**config.mk**
```make
export PLATFORM = sky130hd
export DESIGN_NAME = apb_master_bridge_flat
export DESIGN_NICKNAME = d
export VERILOG_FILES = /design/src/rtl/apb_pkg.sv /design/src/rtl/apb_master_bridge_if.sv /design/src/rtl/apb_wait_timer.sv /design/src/rtl/apb_master_bridge.sv /design/src/flat_wrapper.sv
export SDC_FILE = /design/constraint.sdc
export NUM_CORES = 1
export LEC_CHECK = 0
export BUFFER_PORTS_ARGS = -buffer_cell sky130_fd_sc_hd__buf_2
export CAP_MARGIN = 0
export CORE_MARGIN = 2
export CORE_UTILIZATION = 45
export DETAILED_ROUTE_END_ITERATION = 7
export PLACE_DENSITY = 0.83
export SLEW_MARGIN = 20
export SYNTH_ARGS = -nofsm -noshare
export SYNTH_HDL_FRONTEND = slang
export SYNTH_HIERARCHICAL = 1
export SYNTH_SLANG_ARGS = --single-unit
```
**constraint.sdc**
```tcl
create_clock -name Pclk -period 3.2 [get_ports Pclk]
set_input_delay 0.48 -clock Pclk [delete_from_list [all_inputs] [get_ports Pclk]]
set_output_delay 0.48 -clock Pclk [all_outputs]
set_load 0.03 [all_outputs]
```
**src/rtl/apb_pkg.sv**
```systemverilog
// Shared APB definitions: state encoding (common with the APB slave memory),
// default bus widths and the wait-timer counter width.
package apb_pkg;

    typedef enum logic [1:0] {
        IDLE   = 2'b00,
        SETUP  = 2'b01,
        ACCESS = 2'b10
    } apb_state_e;

    localparam int unsigned APB_ADDR_W = 32;
    localparam int unsigned APB_DATA_W = 32;
    localparam int unsigned APB_TMO_W  = 8;

endpackage

```
**src/rtl/apb_master_bridge_if.sv**
```systemverilog
// Local command/response channel plus APB requester signals.
// The master modport is the bridge; the slave modport is its environment.
interface apb_master_bridge_if
    import apb_pkg::*;
#(
    parameter int unsigned ADDR_W = APB_ADDR_W,
    parameter int unsigned DATA_W = APB_DATA_W
);
    logic              cmd_valid;
    logic              cmd_ready;
    logic              cmd_write;
    logic [ADDR_W-1:0] cmd_addr;
    logic [DATA_W-1:0] cmd_wdata;
    logic              rsp_valid;
    logic [DATA_W-1:0] rsp_rdata;
    logic              rsp_err;
    logic [ADDR_W-1:0] Paddr;
    logic              Pselx;
    logic              Penable;
    logic              Pwrite;
    logic [DATA_W-1:0] Pwdata;
    logic              Pready;
    logic [DATA_W-1:0] Prdata;
    logic              Pslverr;

    modport master (
        input  cmd_valid, cmd_write, cmd_addr, cmd_wdata, Pready, Prdata, Pslverr,
        output cmd_ready, rsp_valid, rsp_rdata, rsp_err,
        output Paddr, Pselx, Penable, Pwrite, Pwdata
    );

    modport slave (
        output cmd_valid, cmd_write, cmd_addr, cmd_wdata, Pready, Prdata, Pslverr,
        input  cmd_ready, rsp_valid, rsp_rdata, rsp_err,
        input  Paddr, Pselx, Penable, Pwrite, Pwdata
    );

endinterface

```
**src/rtl/apb_wait_timer.sv**
```systemverilog
// ACCESS wait-state counter; present only when APB_TIMEOUT_EN is defined.
// Expires on the count_en cycle that brings the count up to limit.
`ifdef APB_TIMEOUT_EN
module apb_wait_timer
    import apb_pkg::*;
(
    input  logic                 Pclk,
    input  logic                 Prst,
    input  logic                 i_clear,
    input  logic                 i_count_en,
    input  logic [APB_TMO_W-1:0] i_limit,
    output logic                 o_expired
);
    logic [APB_TMO_W-1:0] r_count;

    always_ff @(posedge Pclk) begin
        if (Prst || i_clear) begin
            r_count <= '0;
        end else if (i_count_en) begin
            r_count <= r_count + 1'b1;
        end
    end

    assign o_expired = i_count_en && (r_count == (i_limit - 8'd1));

endmodule
`endif

```
**src/rtl/apb_master_bridge.sv**
```systemverilog
// APB requester: turns local commands into IDLE/SETUP/ACCESS transfers and
// returns one response per command. Optional wait-state timeout: APB_TIMEOUT_EN.
module apb_master_bridge
    import apb_pkg::*;
#(
    parameter int unsigned ADDR_W         = APB_ADDR_W,
    parameter int unsigned DATA_W         = APB_DATA_W,
    parameter int unsigned TIMEOUT_CYCLES = 16
)(
    input  logic                Pclk,
    input  logic                Prst,
    apb_master_bridge_if.master bus
);

    apb_state_e        r_state;
    apb_state_e        w_next_state;
    logic [ADDR_W-1:0] r_paddr;
    logic [DATA_W-1:0] r_pwdata;
    logic [DATA_W-1:0] r_rsp_rdata;
    logic              r_pwrite;
    logic              r_pselx;
    logic              r_penable;
    logic              r_rsp_valid;
    logic              r_rsp_err;
    logic              w_cmd_ready;
    logic              w_cmd_accept;
    logic              w_xfer_done;
    logic              w_timeout;
    logic              w_expired;

`ifdef APB_TIMEOUT_EN
    localparam logic [APB_TMO_W-1:0] TMO_LIMIT = APB_TMO_W'(TIMEOUT_CYCLES);
    logic w_tmr_clear;
    logic w_tmr_count;

    assign w_tmr_clear = (r_state == SETUP);
    assign w_tmr_count = (r_state == ACCESS) && !bus.Pready;

    apb_wait_timer u_wait_timer (
        .Pclk       (Pclk),
        .Prst       (Prst),
        .i_clear    (w_tmr_clear),
        .i_count_en (w_tmr_count),
        .i_limit    (TMO_LIMIT),
        .o_expired  (w_expired)
    );
`else
    assign w_expired = 1'b0;
`endif

    // NOTE: every output below is assigned its default first, so no path leaves one unassigned and no latch is inferred.
    always_comb begin
        w_next_state = r_state;
        w_cmd_ready  = 1'b0;
        w_xfer_done  = 1'b0;
        w_timeout    = 1'b0;
        case (r_state)
            IDLE: begin
                w_cmd_ready = 1'b1;
                if (bus.cmd_valid) w_next_state = SETUP;
            end
            SETUP: w_next_state = ACCESS;
            ACCESS: begin
                if (bus.Pready) begin
                    w_cmd_ready  = 1'b1;
                    w_xfer_done  = 1'b1;
                    w_next_state = bus.cmd_valid ? SETUP : IDLE;
                end else if (w_expired) begin
                    w_timeout    = 1'b1;
                    w_next_state = IDLE;
                end
            end
            default: w_next_state = IDLE;
        endcase
    end

    assign w_cmd_accept = bus.cmd_valid && w_cmd_ready;

    // NOTE: sequential state uses non-blocking assignments so every register samples pre-edge values.
    always_ff @(posedge Pclk) begin
        if (Prst) begin
            r_state     <= IDLE;
            r_paddr     <= '0;
            r_pwdata    <= '0;
            r_pwrite    <= 1'b0;
            r_pselx     <= 1'b0;
            r_penable   <= 1'b0;
            r_rsp_valid <= 1'b0;
            r_rsp_rdata <= '0;
            r_rsp_err   <= 1'b0;
        end else begin
            r_state     <= w_next_state;
            r_pselx     <= (w_next_state != IDLE);
            r_penable   <= (w_next_state == ACCESS);
            r_rsp_valid <= w_xfer_done || w_timeout;
            if (w_cmd_accept) begin
                r_paddr  <= bus.cmd_addr;
                r_pwrite <= bus.cmd_write;
                r_pwdata <= bus.cmd_wdata;
            end
            // Response uses r_pwrite before a back-to-back capture replaces it.
            if (w_xfer_done) begin
                r_rsp_err   <= bus.Pslverr;
                r_rsp_rdata <= r_pwrite ? '0 : bus.Prdata;
            end else if (w_timeout) begin
                r_rsp_err   <= 1'b1;
                r_rsp_rdata <= '0;
            end
        end
    end

    assign bus.cmd_ready = w_cmd_ready;
    assign bus.Paddr     = r_paddr;
    assign bus.Pwdata    = r_pwdata;
    assign bus.Pwrite    = r_pwrite;
    assign bus.Pselx     = r_pselx;
    assign bus.Penable   = r_penable;
    assign bus.rsp_valid = r_rsp_valid;
    assign bus.rsp_rdata = r_rsp_rdata;
    assign bus.rsp_err   = r_rsp_err;

endmodule

```
**src/flat_wrapper.sv**
```systemverilog
// flat-port wrapper written by rule: the top's interface ports become plain ports
module apb_master_bridge_flat import apb_pkg::*;
#(
    parameter int unsigned ADDR_W         = APB_ADDR_W,
    parameter int unsigned DATA_W         = APB_DATA_W,
    parameter int unsigned TIMEOUT_CYCLES = 16
)
  (Pclk, Prst, bus_cmd_valid, bus_cmd_write, bus_cmd_addr, bus_cmd_wdata, bus_Pready, bus_Prdata, bus_Pslverr, bus_cmd_ready, bus_rsp_valid, bus_rsp_rdata, bus_rsp_err, bus_Paddr, bus_Pselx, bus_Penable, bus_Pwrite, bus_Pwdata);
  apb_master_bridge_if #(.ADDR_W(ADDR_W), .DATA_W(DATA_W)) bus_i ();
  input  logic Pclk;
  input  logic Prst;
  input wire logic [$bits(bus_i.cmd_valid)-1:0] bus_cmd_valid;
  input wire logic [$bits(bus_i.cmd_write)-1:0] bus_cmd_write;
  input wire logic [$bits(bus_i.cmd_addr)-1:0] bus_cmd_addr;
  input wire logic [$bits(bus_i.cmd_wdata)-1:0] bus_cmd_wdata;
  input wire logic [$bits(bus_i.Pready)-1:0] bus_Pready;
  input wire logic [$bits(bus_i.Prdata)-1:0] bus_Prdata;
  input wire logic [$bits(bus_i.Pslverr)-1:0] bus_Pslverr;
  output wire logic [$bits(bus_i.cmd_ready)-1:0] bus_cmd_ready;
  output wire logic [$bits(bus_i.rsp_valid)-1:0] bus_rsp_valid;
  output wire logic [$bits(bus_i.rsp_rdata)-1:0] bus_rsp_rdata;
  output wire logic [$bits(bus_i.rsp_err)-1:0] bus_rsp_err;
  output wire logic [$bits(bus_i.Paddr)-1:0] bus_Paddr;
  output wire logic [$bits(bus_i.Pselx)-1:0] bus_Pselx;
  output wire logic [$bits(bus_i.Penable)-1:0] bus_Penable;
  output wire logic [$bits(bus_i.Pwrite)-1:0] bus_Pwrite;
  output wire logic [$bits(bus_i.Pwdata)-1:0] bus_Pwdata;
  assign bus_i.cmd_valid = bus_cmd_valid;
  assign bus_i.cmd_write = bus_cmd_write;
  assign bus_i.cmd_addr = bus_cmd_addr;
  assign bus_i.cmd_wdata = bus_cmd_wdata;
  assign bus_i.Pready = bus_Pready;
  assign bus_i.Prdata = bus_Prdata;
  assign bus_i.Pslverr = bus_Pslverr;
  assign bus_cmd_ready = bus_i.cmd_ready;
  assign bus_rsp_valid = bus_i.rsp_valid;
  assign bus_rsp_rdata = bus_i.rsp_rdata;
  assign bus_rsp_err = bus_i.rsp_err;
  assign bus_Paddr = bus_i.Paddr;
  assign bus_Pselx = bus_i.Pselx;
  assign bus_Penable = bus_i.Penable;
  assign bus_Pwrite = bus_i.Pwrite;
  assign bus_Pwdata = bus_i.Pwdata;
  apb_master_bridge #(.ADDR_W(ADDR_W), .DATA_W(DATA_W), .TIMEOUT_CYCLES(TIMEOUT_CYCLES)) u_core (.Pclk(Pclk), .Prst(Prst), .bus(bus_i));
endmodule
```
# Yosys cells after proc, flatten, opt, wreduce, memory -nomap -nowiden
# Cells that the tools add are included.
op_classes:
  n_eq_ne: 3
  n_mux: 10
  n_reduce_logical: 3
ops:
  columns: ["op", "count"]
  rows:
  - ["two-way mux 32 bit", 2]
  - ["one-hot mux 2 bit (3 select lines)", 1]
  - ["equality test 2 bit, second input constant", 2]
  - ["two-way mux 1 bit", 4]
  - ["two-way mux 2 bit", 2]
  - ["equality test 2 x 1 -> 1 bit, second input constant", 1]
  - ["logical NOT 2 bit", 1]
  - ["one-hot mux 1 bit (2 select lines)", 1]
  - ["nonzero test 2 bit", 1]
  - ["logical AND 1 bit", 1]
totals:
  reg_bits: 103
  input_bits: 102
  output_inout_bits: 102
  wordCells: 25

# Longest topological paths before layout
# Gate-level depths: netlist of run 1.
depth:
  depth_word: 4
  ltp_mapped: 5
  mapped_depth_nobuf: 3

# Least setup slack after synthesis of run 1
# No wires, ideal clock.
synth_timing:
  kind: "input-to-output"
  start: "in bus_Pready"
  end: "out bus_cmd_ready"
  arrival_time_ns: 0.930
  required_time_ns: 2.720
  slack_ns: 1.790
  stages: 2
  path_buffers: 0
  path_cell_list: "nor2b_1 nor2_1"
synth_between:
  elab_chain_cells: 2
synth_lines:
  columns: ["element", "line_no", "text"]
  rows:
  - ["start: declaration", "flat_wrapper.sv:16", "input wire logic [$bits(bus_i.Pready)-1:0] bus_Pready;"]
  - ["two-way mux 1 bit", "apb_master_bridge.sv:64", "if (bus.Pready) begin"]
  - ["one-hot mux 1 bit (2 select lines)", "apb_master_bridge.sv:57", "case (r_state)"]
  - ["end: declaration", "flat_wrapper.sv:19", "output wire logic [$bits(bus_i.cmd_ready)-1:0] bus_cmd_ready;"]
# Every way passes these cells.

# Final worst setup path of run 1
layout_timing:
  start: "reg u_core.r_pwrite (netlist: u_core/bus.Pwrite)"
  end: "out bus_Pwrite"
layout_lines:
  columns: ["element", "line_no", "text"]
  rows:
  - ["start: declaration", "apb_master_bridge.sv:20", "logic r_pwrite;"]
  - ["start signal: assignment", "apb_master_bridge.sv:98", "r_pwrite <= bus.cmd_write;"]
  - ["end: declaration", "flat_wrapper.sv:26", "output wire logic [$bits(bus_i.Pwrite)-1:0] bus_Pwrite;"]
# No word-level cell between the ends.

==> impl_metrics.json, run 1 <==
{
  "crit_end": "bus_Pwrite",
  "core_um2": 9284,
  "dpl_cell_area_um2": 5374,
  "startpoint": "u_core/bus.Pwrite$_SDFFE_PP0P_",
  "area_growth_pct": 28.58,
  "path_cells": "buf_2",
  "drtPass1Iterations": 4,
  "drive_gt1_share_pct": 35.70,
  "ys_types": 16,
  "rr_worst_depth": 4,
  "track_usage_pct": 18.01,
  "synth-compound-area-share_pct": 4.024,
  "cts.path.max_buffers": 2,
  "ys_ff_latch": 103,
  "grt_max_degree": 151,
  "first_iter_violations": 70,
  "cp.arrival_ns": 1.57,
  "overflow": 0,
  "leakagePower_nw": 2.581,
  "nets": 730,
  "finalHoldViolCount": 0,
  "synthAdderAreaFrac_pct": 0,
  "status": "completed",
  "drc": 0,
  "synth-edff-count": 0,
  "path_max_fanout": 34,
  "post_cts_resized": 0,
  "antennaDiodeCount": 0,
  "final_area_um2": 5557,
  "num_vias": 3601,
  "cp.required_ns": 2.72,
  "hpwl_mm": 6.975,
  "ant_nets": 0,
  "synth_area_leader_cell": "dfxtp_1",
  "synth_area_leaders": "dfxtp_1 (48%), nand2b_1 (19%), mux2i_1 (15%)",
  "cp.buffers_inverters": 1,
  "ys_async_sr_fraction_pct": 0,
  "yosysSeqAreaShare_pct": 47.71,
  "synth_cells": 445,
  "drt-total-wl_mm": 9.871,
  "fin_skew_ns": 0.01281,
  "syn_area_um2": 4322,
  "cts_tree": "yes",
  "rsz0062_at_grt": "no",
  "cts_setup_buffers": 0,
  "synth_nets": 547,
  "rr_endpoint": "u_core/bus.Paddr[27]$_SDFFE_PP0P_",
  "cts_hold_buf": 0,
  "synthMuxAreaShare_pct": 15.32,
  "start_util_pct": 46.55,
  "dieArea_um2": 10400,
  "yosysMostFrequentCell": "nand2b_1",
  "rr_startpoint": "u_core/r_state[1]$_SDFF_PP0_",
  "synth_top_cell_area_share_pct": 47.71,
  "gp_congestion": 0.7823,
  "synthSimpleGateAreaFrac_pct": 28.87,
  "num_io_pins": 204,
  "tightestPinTransition_ns": 1.010,
  "portBuffers": 203,
  "crit_type": "reg -> out",
  "reg2reg_setup_slack_ns": 1.66,
  "row_count": 35,
  "fmax_mhz": 487.1,
  "cp.depth": 1,
  "end_kind": "output pin",
  "clkTransAtPathRegs_ns": 0.10,
  "ir_drop_mv": 0.2393,
  "powerDensity_nw_per_um2": 472.4,
  "cp_slowest_cell": "dfxtp_1",
  "setup_viol": 0,
  "cts_root_buf": "clkbuf_8",
  "clk_latency_ns": 0.35,
  "synth_ff_type": "dfxtp_1",
  "cts.htree.levels": 3,
  "avgViaCountPerCell": 4.726,
  "hp-class": "in -> reg",
  "synth.cells.most_frequent": "nand2b_1 (131), dfxtp_1 (103), mux2i_1 (65), nand2_1 (34)",
  "synthXorXnorAreaFrac_pct": 0,
  "startpoint_type": "flop",
  "ys_warn_count": 6,
  "cts.sink_count": 103,
  "cp_top_family": "flip-flops",
  "setup_tns_ns": 0,
  "drv_slew": 0,
  "maxCapViolations": 0,
  "synth_area_per_cell_um2": 9.712,
  "maxSlewHeadroom_pct": 32.67,
  "grt_pass1_wl_mm": 15.07,
  "slowest_delay_ns": 0.89,
  "grt_pass1_vias": 3378,
  "fin_crit_sh_pct": 64.15,
  "antenna_found_initial": 0,
  "period_needed_ns": 2.053,
  "die_h_um": 102,
  "wl_per_cell_um": 12.95,
  "synth_top_family_by_area": "simple AND/OR/NAND/NOR gates",
  "cts_made_buffers": 9,
  "die_x_um": 102
}
[metrics by stage]
step / total power [mW] / cells / setup slack [ns] / hold slack [ns] / utilization, %
floorplan: 1.745 / 445 / 1.790 / 0.5038 / -
global placement: 1.892 / 746 / 1.325 / 0.4348 / 57.88
detailed placement: 1.907 / 746 / 1.223 / 0.4400 / 57.88
CTS: 2.661 / 762 / 1.115 / 0.3456 / 59.84
global route: 2.743 / 762 / 1.040 / 0.3518 / 59.85
finish: 2.625 / 762 / 1.147 / 0.3698 / 59.85
[cell families after synthesis]
group,Yosys count
flops,103
simple gates,207
mux,66
buf+inv,35
compound gates,34
[worst min-delay path by stage]
stage                                           from                               endpoint  slack, ns  cells after the start
2_1_floorplan           u_core/r_state[1]$_SDFF_PP0_            u_core/bus.Pselx$_SDFF_PP0_       0.50                      1
3_3_place_gp   u_core/bus.rsp_rdata[19]$_SDFFE_PP0P_  u_core/bus.rsp_rdata[19]$_SDFFE_PP0P_       0.43                      2
3_5_place_dp   u_core/bus.rsp_rdata[10]$_SDFFE_PP0P_  u_core/bus.rsp_rdata[10]$_SDFFE_PP0P_       0.44                      2
4_1_cts                                  bus_Pslverr        u_core/bus.rsp_err$_SDFFE_PP0P_       0.35                      3
5_1_grt                             bus_cmd_addr[22]      u_core/bus.Paddr[22]$_SDFFE_PP0P_       0.35                      3
6_report                                 bus_Pslverr        u_core/bus.rsp_err$_SDFFE_PP0P_       0.37                      3
[layer usage]
metal,wire (um),global-route usage (%)
met1,4018,19.42
met2,4699,32.29
met3,1044,7.319
met4,109,5.538
met5,0,0
[final cells by class]
class                   instances  area (um^2)
fillers                       845         3727
multi-input cells             307         2091
flip-flops and latches        103         2062
repair buffers                207         1061
well taps                     129        161.4
clock buffers                  10        137.6
clock inverters                 6        43.79
[registers in the layout, indices dropped and copies added, names as in the netlist]
| signal | flops |
|---|---|
| u_core/r_state | 2 |
| u_core/bus.rsp_rdata | 32 |
| u_core/bus.rsp_err | 1 |
| u_core/bus.Pwdata | 32 |
| u_core/bus.Paddr | 32 |
| u_core/bus.rsp_valid | 1 |
| u_core/bus.Pselx | 1 |
| u_core/bus.Penable | 1 |
| u_core/bus.Pwrite | 1 |
[placed cells by master (no fill, tap or decap), types with 2 or more instances in the layout]
| cell | Yosys | layout |
|---|---|---|
| nand2_1 | 34 | 34 |
| mux2i_1 | 65 | 65 |
| buf_2 | 9 | 202 |
| clkinv_2 | 0 | 2 |
| dfxtp_1 | 103 | 103 |
| nand2b_1 | 131 | 131 |
| clkbuf_8 | 0 | 10 |
| nor2_1 | 5 | 5 |
| buf_4 | 1 | 4 |
| a21oi_1 | 33 | 33 |
| nand3b_1 | 33 | 33 |
| nor2b_1 | 2 | 2 |
| inv_6 | 0 | 2 |
[power by group]
group,leakage (nW),switching [mW],internal (mW)
Clock,0.0930,0.442,0.309
Sequential,0.843,0.0416,1.35
Combinational,1.64,0.285,0.197
Power figures use the tool's default switching activity.
==> run 2, diff against run 1 <==
- ABC_AREA: not set -> 1
- PLACE_DENSITY: 0.83 -> 0.81
- clock period: 3.2 -> 2.04 ns (I/O delays scaled with it)
==> impl_metrics.json, run 2 <==
{
  "cts.sink_count": 103,
  "nets": 1004,
  "powerDensity_nw_per_um2": 783.0,
  "dieArea_um2": 11250,
  "core_um2": 10230,
  "start_util_pct": 45.82,
  "final_common_cell": "buf_2",
  "ys_ff_latch": 103,
  "path_max_fanout": 33,
  "num_vias": 4701,
  "num_io_pins": 204,
  "track_usage_pct": 20.32,
  "period_needed_ns": 1.572,
  "startpoint_type": "flop",
  "fmax_mhz": 636.1,
  "synth_area_leader_cell": "dfxtp_1",
  "utilization_pct": 58.86,
  "ys_async_sr_fraction_pct": 0,
  "maxCapViolations": 0,
  "yosysMostFrequentCell": "nand2_1",
  "cp.buffers_inverters": 3,
  "antenna_found_initial": 0,
  "cts_setup_buffers": 0,
  "setup_viol": 0,
  "grt_pass1_wl_mm": 18.64,
  "yosysSeqAreaShare_pct": 43.98,
  "clk_latency_ns": 0.36,
  "die_h_um": 106.1,
  "grt_pass1_vias": 4111,
  "cp_slowest_cell": "dfxtp_1",
  "synth_cells": 721,
  "min-delay-start": "Prst",
  "leakagePower_nw": 3.685,
  "area_growth_pct": 28.45,
  "overflow": 0,
  "rr_worst_depth": 6,
  "synth.cells.most_frequent": "nand2_1 (167), inv_1 (153), dfxtp_1 (103), nor2_1 (67), nand4_1 (65)",
  "hold_depth": 2,
  "fin_crit_sh_pct": 77.06,
  "cts_root_buf": "clkbuf_8",
  "synth_top_cell_area_share_pct": 43.98,
  "path_cells": "inv_2 > nand3_2 > inv_2 > nand2_1 > buf_4 > o21ai_0",
  "synth-edff-count": 0,
  "reg2reg_setup_slack_ns": 0.47,
  "ys_types": 16,
  "die_x_um": 106.1,
  "tightestPinTransition_ns": 0.5868,
  "instances_no_fill": 1043,
  "cts_tree": "yes",
  "synth_ff_type": "dfxtp_1",
  "clkTransAtPathRegs_ns": 0.09,
  "cts.htree.levels": 3,
  "maxSlewHeadroom_pct": 60.88,
  "cp.arrival_ns": 1.84,
  "hpwl_mm": 8.032,
  "cp.required_ns": 2.31,
  "ir_drop_mv": 0.4397,
  "drc": 0,
  "drv_slew": 0,
  "cts_hold_buf": 0,
  "gp_congestion": 0.7637,
  "crit_type": "reg -> reg",
  "placedCellCount": 1027,
  "drive_gt1_share_pct": 31.09,
  "grt_max_degree": 57,
  "syn_area_um2": 4688,
  "rr_startpoint": "u_core/r_state[0]$_SDFF_PP0_",
  "cts_made_buffers": 9,
  "rsz0062_at_grt": "no",
  "first_iter_violations": 264,
  "slowest_delay_ns": 0.34,
  "synth_area_per_cell_um2": 6.502,
  "rr_endpoint": "u_core/bus.rsp_rdata[1]$_SDFFE_PP0P_",
  "post_cts_resized": 0,
  "wl_per_cell_um": 11.13,
  "cts.path.max_buffers": 2,
  "drtPass1Iterations": 4,
  "ys_warn_count": 6,
  "synth_area_leaders": "dfxtp_1 (44%), nand2_1 (13%), inv_1 (12%)",
  "row_count": 37,
  "hold_end": "u_core/bus.rsp_err$_SDFFE_PP0P_",
  "portBuffers": 203,
  "setup_tns_ns": 0,
  "hp-class": "in -> reg",
  "cp_top_family": "buffers and inverters",
  "path_common_cell": "inv_2",
  "finalHoldViolCount": 0,
  "drt-total-wl_mm": 11.61,
  "final_cell_mix": "buf_2 (203), nand2_1 (167), inv_1 (153)",
  "antennaDiodeCount": 0,
  "status": "completed",
  "avgViaCountPerCell": 4.507,
  "fin_skew_ns": 0.01076,
  "ant_nets": 0,
  "synth_nets": 823,
  "end_kind": "flop"
}
[run 2: cell types whose count changed after synthesis, sizes merged, moves of 2 or more]
| cell | delta |
|---|---|
| a21oi | -31 |
| buf | +23 |
| clkbuf | -11 |
| inv | +201 |
| mux2i | -65 |
| nand2 | +134 |
| nand2b | -131 |
| nand3 | +35 |
| nand3b | -33 |
| nand4 | +65 |
| nor2 | +62 |
| nor2b | -2 |
| o21ai | +33 |
[run 2: worst max-delay path by stage]
stage	startpoint	to	slack, ns	cells past startpoint
final	u_core/r_state[0]$_SDFF_PP0_	u_core/bus.rsp_rdata[1]$_SDFFE_PP0P_	0.47	6
after global routing	u_core/r_state[0]$_SDFF_PP0_	u_core/bus.rsp_rdata[1]$_SDFFE_PP0P_	0.29	6
after CTS	u_core/r_state[0]$_SDFF_PP0_	u_core/bus.rsp_rdata[1]$_SDFFE_PP0P_	0.46	6
after detailed placement	u_core/r_state[0]$_SDFF_PP0_	u_core/bus.rsp_rdata[1]$_SDFFE_PP0P_	0.48	6
after global placement	u_core/r_state[0]$_SDFF_PP0_	u_core/bus.rsp_rdata[0]$_SDFFE_PP0P_	0.55	6
after floorplan	u_core/r_state[1]$_SDFF_PP0_	u_core/bus.Pselx$_SDFF_PP0_	0.72	3
[run 2: metal layers]
metal	part of all wire (%)	track usage [%]	vias to the layer above
li1	-	-	2495
met1	44	25.33	2024
met2	46	34.24	178
met3	9.2	6.499	4
met4	0.57	4.887	0
met5	0	0	-
[run 2: area by class of cell]
type / count / area [um^2]
fill: 996 / 4209
sequential: 103 / 2062
multi-input combinational: 370 / 1652
timing repair buffer: 217 / 1146
inverter: 201 / 754.5
tap: 136 / 170.2
clock buffer: 11 / 131.4
clock inverter: 5 / 106.4
[run 2: cells by family (layout without fill, tap and decap cells)]
kind of cell    after synthesis  count (layout)  synth area share (%)
compound gates               35              35                 3.736
flops                       103             103                 43.98
simple gates                335             335                 31.49
buf+inv                     248             434                 20.79
[run 2: per-stage QoR]
stage               worst slack, ns  cell area (um^2)  power [mW]  hold slack, ns
floorplan                    0.7230              4688       2.957          0.3751
global placement             0.5477              5784       3.262          0.4524
detailed placement           0.4754              5784       3.276          0.4578
CTS                          0.4643              6022       4.770          0.1333
global route                 0.2923              6022       4.977          0.1347
finish                       0.4679              6022       4.715          0.1582
[run 2: power by group]
| group | leakage (nW) | total, mW | switching, mW | internal [mW] |
|---|---|---|---|---|
| Sequential | 0.847 | 2.20 | 0.0575 | 2.14 |
| Clock | 0.114 | 1.49 | 0.671 | 0.819 |
| Combinational | 2.72 | 1.03 | 0.691 | 0.339 |
==> run 3, diff against run 2 <==
- ABC_AREA: 1 -> 0
- PLACE_DENSITY: 0.81 -> 0.83
- clock period: 2.04 -> 1.61 ns (I/O delays scaled with it)
==> impl_metrics.json, run 3 (same netlist as run 1, synthesis figures left out) <==
{
  "path_max_fanout": 6,
  "final_cell_mix": "buf_2 (202), nand2b_1 (131), dfxtp_1 (103)",
  "pre_cts_ws_ns": 0.1368,
  "ant_nets": 0,
  "setup_tns_ns": 0,
  "num_io_pins": 204,
  "cts_hold_buf": 0,
  "final_common_cell": "buf_2",
  "die_x_um": 102,
  "fmax_mhz": 676.9,
  "overflow": 0,
  "maxCapViolations": 0,
  "cts_setup_buffers": 0,
  "setup_ws_ns": 0.1326,
  "ir_drop_mv": 0.4909,
  "drv_slew": 0,
  "cts.htree.levels": 3,
  "maxSlewHeadroom_pct": 71.52,
  "wl_met3_um": 965,
  "row_count": 35,
  "cp.arrival_ns": 1.24,
  "cts_made_buffers": 9,
  "crit_type": "reg -> out",
  "power_mw": 5.327,
  "cts_root_buf": "clkbuf_8",
  "final_area_um2": 5659,
  "dpl_cell_area_um2": 5469,
  "leakagePower_nw": 2.628,
  "core_um2": 9284,
  "top_layer": "met4",
  "track_usage_pct": 18.76,
  "num_vias": 3629,
  "dieArea_um2": 10400,
  "grt_max_degree": 115,
  "status": "completed",
  "startpoint_type": "flop",
  "wl_met1_mm": 4.223,
  "die_h_um": 102,
  "period_needed_ns": 1.477,
  "fin_skew_ns": 0.01539,
  "cts.path.max_buffers": 2,
  "hpwl_mm": 7.277,
  "cp.required_ns": 1.37,
  "drt-total-wl_mm": 9.988,
  "start_util_pct": 46.55,
  "drc": 0,
  "rsz0062_at_grt": "no",
  "gp_congestion": 0.7491,
  "end_kind": "output pin",
  "hp-class": "in -> reg",
  "drive_gt1_share_pct": 36.05,
  "setup_viol": 0,
  "antennaDiodeCount": 0,
  "area_growth_pct": 30.95,
  "fin_crit_sh_pct": 91.76,
  "nets": 736,
  "wl_met2_mm": 4.682,
  "grt_pass1_wl_mm": 15.63,
  "clk_latency_ns": 0.36,
  "drtPass1Iterations": 5,
  "powerDensity_nw_per_um2": 941.3,
  "wl_per_cell_um": 13.02,
  "portBuffers": 203,
  "antenna_found_initial": 0,
  "avgViaCountPerCell": 4.731,
  "clkTransAtPathRegs_ns": 0.10,
  "cts_tree": "yes",
  "first_iter_violations": 73,
  "tightestPinTransition_ns": 0.4272,
  "grt_pass1_vias": 3463,
  "finalHoldViolCount": 0,
  "cts.sink_count": 103
}
==> run 3: timing repair <==
action / in CTS / in global routing
hold endpoints to repair: 0 / 0
setup endpoints to repair: 0 / 1
resized for setup: 0 / 1
==> run 3: critical path: stages, from the launching register on <==
cell and delay, ns:
dfxtp_1 0.41, nor2b_2 0.24, nor2_1 0.06, buf_2 0.18
==> run 3: report_power, final <==
part	total (mW)	leakage, nW	internal [mW]	switching, mW
logic	1.00	1.69	0.418	0.584
clock network	1.57	0.0923	0.715	0.852
registers	2.76	0.843	2.68	0.0738
total	5.33	2.63	3.82	1.51
==> run 3: per-layer routing <==
layer / vias to the layer above / track usage (%)
li1: 1831 / -
met1: 1642 / 21.32
met2: 145 / 32.29
met3: 11 / 6.772
met4: 0 / 7.179
met5: - / 0
==> run 3: path summary, 6_finish.rpt <==
| kind | from | endpoint | slack, ns | depth (start not counted) |
|---|---|---|---|---|
| worst max-delay path | u_core/r_state[1]$_SDFF_PP0_ | bus_cmd_ready | 0.13 | 3 |
| worst min-delay path | bus_cmd_wdata[28] | u_core/bus.Pwdata[28]$_SDFFE_PP0P_ | 0.13 | 3 |
| worst max register to register | u_core/r_state[1]$_SDFF_PP0_ | u_core/bus.Paddr[16]$_SDFFE_PP0P_ | 0.14 | 5 |
| worst min register to register | u_core/bus.rsp_rdata[25]$_SDFFE_PP0P_ | u_core/bus.rsp_rdata[25]$_SDFFE_PP0P_ | 0.45 | 2 |
==> run 3: layout make-up <==
| cell class | instances | area, um^2 |
|---|---|---|
| timing repair buffer | 213 | 1156 |
| multi-input combinational | 307 | 2092 |
| clock buffer | 10 | 127.6 |
| clock inverter | 5 | 60.06 |
| tap | 129 | 161.4 |
| fill | 813 | 3625 |
| sequential | 103 | 2062 |
==> run 3: through the flow <==
stage                     utilization [%]  std cells  hold slack [ns]
final                               60.96        767           0.1287
after global routing                60.96        767           0.1140
after CTS                           60.93        767           0.1097
after detailed placement            58.91        752           0.4418
after global placement              58.91        752           0.4345
after floorplan                         -        445           0.3775
